--- src/rtl/fsm_mealy_moore_pkg.sv ---
// -----------------------------------------------------------------------------
// fsm_mealy_moore_pkg
//   Shared types for the consecutive-ones detector pair.
//   - MAX_RUN_LEN   : largest supported run length.
//   - moore_state_e : Moore states S0..S4, encoded as the count of consecutive 1s.
//   - mealy_state_e : Mealy states M0..M3, encoded as the count of consecutive 1s.
//   Both enums are sized for MAX_RUN_LEN. Builds with a smaller RUN_LEN leave
//   some encodings unused, and the machines treat those encodings as illegal.
// -----------------------------------------------------------------------------
`timescale 1ns/1ps
package fsm_mealy_moore_pkg;

   localparam int MAX_RUN_LEN = 4;

   typedef enum logic [2:0] {
      S0 = 3'd0,
      S1 = 3'd1,
      S2 = 3'd2,
      S3 = 3'd3,
      S4 = 3'd4
   } moore_state_e;

   typedef enum logic [1:0] {
      M0 = 2'd0,
      M1 = 2'd1,
      M2 = 2'd2,
      M3 = 2'd3
   } mealy_state_e;

endpackage

--- src/rtl/fsm_mealy_moore_seq_moore_core.sv ---
// -----------------------------------------------------------------------------
// seq_moore_core
//   Moore detector for RUN_LEN consecutive 1s on a serial input.
//   The state counts consecutive 1s and saturates at S_RUN_LEN. The output is
//   asserted only in state S_RUN_LEN.
//   Ports:
//     clk     : clock; the state updates on the rising edge.
//     reset   : asynchronous reset, active low.
//     x       : serial data bit.
//     q_moore : detector output, registered.
// -----------------------------------------------------------------------------
`timescale 1ns/1ps
module seq_moore_core
   import fsm_mealy_moore_pkg::*;
#(
   parameter int RUN_LEN = 2   // legal range 2..MAX_RUN_LEN
) (
   input  logic clk,
   input  logic reset,
   input  logic x,
   output logic q_moore
);

   localparam moore_state_e S_RUN = moore_state_e'(3'(RUN_LEN));

   moore_state_e state_q, state_d;
   logic         q_moore_q;

   always_comb begin
      state_d = S0;
      // An encoding above S_RUN is unreachable; it falls back to S0.
      if (state_q <= S_RUN && x) begin
         state_d = (state_q == S_RUN) ? S_RUN : moore_state_e'(state_q + 3'd1);
      end
   end

   // The output register is loaded from a decode of the next state. As a
   // result it always equals (state_q == S_RUN) and depends on the state only.
   always_ff @(posedge clk or negedge reset) begin
      if (!reset) begin
         state_q   <= S0;
         q_moore_q <= 1'b0;
      end else begin
         state_q   <= state_d;
         q_moore_q <= (state_d == S_RUN);
      end
   end

   assign q_moore = q_moore_q;

endmodule

--- src/rtl/fsm_mealy_moore.sv ---
// -----------------------------------------------------------------------------
// fsm_mealy_moore
//   Consecutive-ones detector, built twice: once as a Moore machine
//   (seq_moore_core) and once as a Mealy machine with a registered output.
//   The two outputs are equal in every cycle.
//   Ports:
//     clk      : clock; all state updates on the rising edge.
//     reset    : asynchronous reset, active low.
//     x        : serial data bit, sampled on the rising edge.
//     q_moore  : Moore detector output.
//     q_mealy  : registered Mealy detector output.
//     mismatch : sticky flag, set when q_mealy and q_moore differ.
//   Configuration:
//     FSM_MEALY_MOORE_EQUIV_CHECK_EN : when defined, builds the equivalence
//     checker that drives mismatch. When undefined, mismatch is tied to 0.
// -----------------------------------------------------------------------------
`timescale 1ns/1ps
module fsm_mealy_moore
   import fsm_mealy_moore_pkg::*;
#(
   parameter int RUN_LEN = 2   // legal range 2..MAX_RUN_LEN
) (
   input  logic clk,
   input  logic reset,
   input  logic x,
   output logic q_moore,
   output logic q_mealy,
   output logic mismatch
);

   // The Mealy machine needs one state fewer than the Moore machine, because
   // the completing 1 is seen through the combinational term y.
   localparam mealy_state_e M_LAST = mealy_state_e'(2'(RUN_LEN - 1));

   mealy_state_e mealy_q, mealy_d;
   logic         y;
   logic         q_mealy_q;

   seq_moore_core #(
      .RUN_LEN (RUN_LEN)
   ) u_moore (
      .clk     (clk),
      .reset   (reset),
      .x       (x),
      .q_moore (q_moore)
   );

   assign y = (mealy_q == M_LAST) && x;

   always_comb begin
      mealy_d = M0;
      // An encoding above M_LAST is unreachable; it falls back to M0.
      if (mealy_q <= M_LAST && x) begin
         mealy_d = (mealy_q == M_LAST) ? M_LAST : mealy_state_e'(mealy_q + 2'd1);
      end
   end

   // y is registered on the same edge that samples x. This removes the Mealy
   // term's combinational dependence on x, so q_mealy lines up with q_moore.
   always_ff @(posedge clk or negedge reset) begin
      if (!reset) begin
         mealy_q   <= M0;
         q_mealy_q <= 1'b0;
      end else begin
         mealy_q   <= mealy_d;
         q_mealy_q <= y;
      end
   end

   assign q_mealy = q_mealy_q;

`ifdef FSM_MEALY_MOORE_EQUIV_CHECK_EN
   logic mismatch_q;

   // Sticky flag: once set, it stays set until reset.
   always_ff @(posedge clk or negedge reset) begin
      if (!reset) begin
         mismatch_q <= 1'b0;
      end else if (q_mealy_q != q_moore) begin
         mismatch_q <= 1'b1;
      end
   end

   assign mismatch = mismatch_q;
`else
   assign mismatch = 1'b0;
`endif

endmodule

--- config.mk ---
export PLATFORM = sky130hd
export DESIGN_NAME = fsm_mealy_moore
export DESIGN_NICKNAME = d
export VERILOG_FILES = /design/src/rtl/fsm_mealy_moore_pkg.sv /design/src/rtl/fsm_mealy_moore_seq_moore_core.sv /design/src/rtl/fsm_mealy_moore.sv
export SDC_FILE = /design/constraint.sdc
export NUM_CORES = 1
export LEC_CHECK = 0
export ABC_AREA = 1
export CORE_AREA = 5 5 42 44
export CTS_BUF_LIST = sky130_fd_sc_hd__clkbuf_4 sky130_fd_sc_hd__clkbuf_8 sky130_fd_sc_hd__clkbuf_16
export CTS_CLUSTER_SIZE = 20
export DETAILED_ROUTE_END_ITERATION = 7
export DIE_AREA = 0 0 47 49
export PLACE_DENSITY = 0.52
export SLEW_MARGIN = 20
export SYNTH_ARGS = -nofsm -noshare
export SYNTH_HDL_FRONTEND = slang
export SYNTH_SLANG_ARGS = --single-unit
--- constraint.sdc ---
create_clock -name clk -period 1.4 [get_ports clk]
set_clock_uncertainty 0.15 [all_clocks]
set_input_delay 0.14 -clock clk [delete_from_list [all_inputs] [get_ports clk]]
set_output_delay 0.14 -clock clk [all_outputs]
set_load 0.02 [all_outputs]
==> flow_metrics.tcl <==
set metrics [dict create \
    setup_violations 0 \
    clkSlewWorstSetupHoldPaths_ns 0.05 \
    antenna_found_initial 0 \
    pin_count 6 \
    start_util 0.2304 \
    synth_warnings 0 \
    first_pass_iters 1 \
    cp_max_fo 3 \
    drtIter0Drc 0 \
    power_frac_seq 0.403 \
    drc 0 \
    antenna_cells 0 \
    yosys.area.top_type "dfrtp_1" \
    fp-row-count 14 \
    netSwitchingFraction 0.3319 \
    fill_cells 164 \
    die_area_um2 2303 \
    cts_root_buffer "clkbuf_4" \
    p_int_w 0.0004478 \
    hold_path.class "primary input to async pin" \
    multi_input_area_um2 121.4 \
    clk_path_buf_depth 2 \
    grt_pass1_vias 204 \
    crit_path_end_kind "register" \
    p_comb_frac 0.305 \
    htree_levels 1 \
    cts_sinks 7 \
    die_x_um 47 \
    cp.arrival_ns 1.21 \
    final_common_cell "dfrtp_1" \
    drive_above_1_share 0.2143 \
    status "finished, final reports clean" \
    regArea_um2 175.2 \
    fin_nets 48 \
    wirelength_um 486 \
    timing.fmax_mhz 821.2 \
    viasPerCell 3.793 \
    dr_total_vias 220 \
    fin_crit_sh 0.8698 \
    synth-seq-cells 7 \
    cts_made_buffers 3 \
    worst_hold_slack_ns 0.001984 \
    timing_max_transition_violations_final 0 \
    critPathRequiredTime_ns 1.39 \
    power.clock.fraction 0.292 \
    synth-seq-area-share 0.5426 \
    wl_per_cell_um 8.379 \
    globalRoute.totalOverflow 0 \
    vdd_drop_max_v 0.0005931 \
    synth_cell_types 15 \
    syn_inst 34 \
    area_growth_pct 25.97 \
    syn_area_per_cell_um2 9.494 \
    drtAntennaViolNets 0 \
    place_congestion 0.6850 \
    port-buffer-count 4 \
    hold_buffers 0 \
    fp.dieH_um 49 \
    power_density_nw_per_um2 1648 \
    yosys-top-cells-area "dfrtp_1, ha_1, inv_1" \
    track_usage 0.05312 \
    yosys.area.top_type_share 0.5426 \
    coreArea_um2 1401 \
    finalCriticalPeriod_ns 1.218 \
    grt_pass1_wl_um 779 \
    switching_power_w 0.0002225 \
    insertion_delay_ns 0.24 \
    leakage_nw 0.2189 \
    hpwl_um 406.5 \
    crit_type "register to register" \
    critPathLaunchType "register" \
    finalHoldViolCount 0 \
    grt_max_degree 8 \
    setup_tns_ns 0 \
    layout_common_cells "dfrtp_1, nand2_1, inv_1, nor2_1, clkbuf_4" \
    rsz0062_at_grt "false" \
    netlist_area_um2 322.8 \
    cts_tree "done" \
    maxCapViolations 0 \
]
-- layout make-up --
| type | count | share of cell area |
|---|---|---|
| clock buffers | 4 | 0.07385 |
| flip-flops and latches | 7 | 0.4308 |
| repair buffers | 4 | 0.09231 |
| multi-input cells | 21 | 0.2985 |
| inverters | 6 | 0.05538 |
| well taps | 16 | 0.04923 |
-- path summary, 6_finish.rpt --
check | start | endpoint | slack, ns | cells after the start
worst min register to register | mealy_q[1] | mealy_q[0] | 0.27 | 1
min in group clk | mealy_q[1] | mealy_q[0] | 0.27 | 1
worst max register to register | u_moore.state_q[0] | u_moore.q_moore | 0.18 | 6
worst max-delay path | u_moore.state_q[0] | u_moore.q_moore | 0.18 | 6
worst min-delay path | reset | u_moore.state_q[1] | 0.002 | 1
max in group asynchronous | reset | mealy_q[1] | 0.86 | 1
-- logic make-up (layout without fill, tap and decap cells) --
kind of cell,after synthesis,in the layout,synth area share
fa+ha+maj,2,2,0.07751
simple gates,17,17,0.2752
flops,7,7,0.5426
buf+inv,7,14,0.09303
other cells,1,2,0.01162
-- metrics by stage --
| stage | power, W | std cells | setup WS (ns) | util | instance area, µm² |
|---|---|---|---|---|---|
| 2_1_floorplan | 0.0004310 | 35 | 0.2421 | - | 326.6 |
| 3_3_place_gp | 0.0004815 | 54 | 0.1561 | 0.2705 | 379.1 |
| 3_5_place_dp | 0.0004875 | 54 | 0.1393 | 0.2705 | 379.1 |
| 4_1_cts | 0.0006869 | 58 | 0.1665 | 0.2902 | 406.6 |
| 5_1_grt | 0.0007267 | 58 | 0.09971 | 0.2902 | 406.6 |
| 6_report | 0.0006703 | 58 | 0.1823 | 0.2902 | 406.6 |
-- synth_stat cells --
cell type	instances
dfrtp_1	7
inv_1	5
nor3_1	1
nand3_2	1
nand2_2	1
nor2_1	5
nand2_1	5
nor3b_1	1
buf_4	1
nor2_4	1
inv_2	1
ha_1	2
conb_1	1
nand3_1	1
nor2_2	1
-- critical path: stages (launching register included) --
cell	delay (ns)
dfrtp_1	0.36
inv_1	0.07
ha_1	0.22
nand2_2	0.08
nand3_2	0.09
nor2_4	0.11
nor2_2	0.04
-- state kept, by name (all words and copies together) (netlist names) --
name / flops
u_moore.q_moore: 1
mealy_q: 2
u_moore.state_q: 3
q_mealy: 1
-- layer usage --
| layer | global-route usage | routed length [µm] | vias up |
|---|---|---|---|
| met5 | 0 | 0 | - |
| met4 | 0.01382 | 0 | 0 |
| met2 | 0.06561 | 222 | 5 |
| li1 | - | - | 115 |
| met3 | 0.06642 | 48 | 0 |
| met1 | 0.05593 | 215 | 100 |
-- power by group through the flow --
| stage | combinational [W] | sequential [W] | clock, W |
|---|---|---|---|
| global placement | 0.000208 | 0.000274 | 0 |
| CTS | 0.000210 | 0.000270 | 0.000207 |
| global route | 0.000232 | 0.000277 | 0.000217 |
| finish | 0.000204 | 0.000270 | 0.000196 |
| detailed placement | 0.000214 | 0.000274 | 0 |
| floorplan | 0.000154 | 0.000277 | 0 |
-- timing repair --
item                       in CTS  in global routing
resized for setup               2                  0
setup endpoints to repair       2                  0
setup buffers                   0                  0
Power figures use the tool's default switching activity.
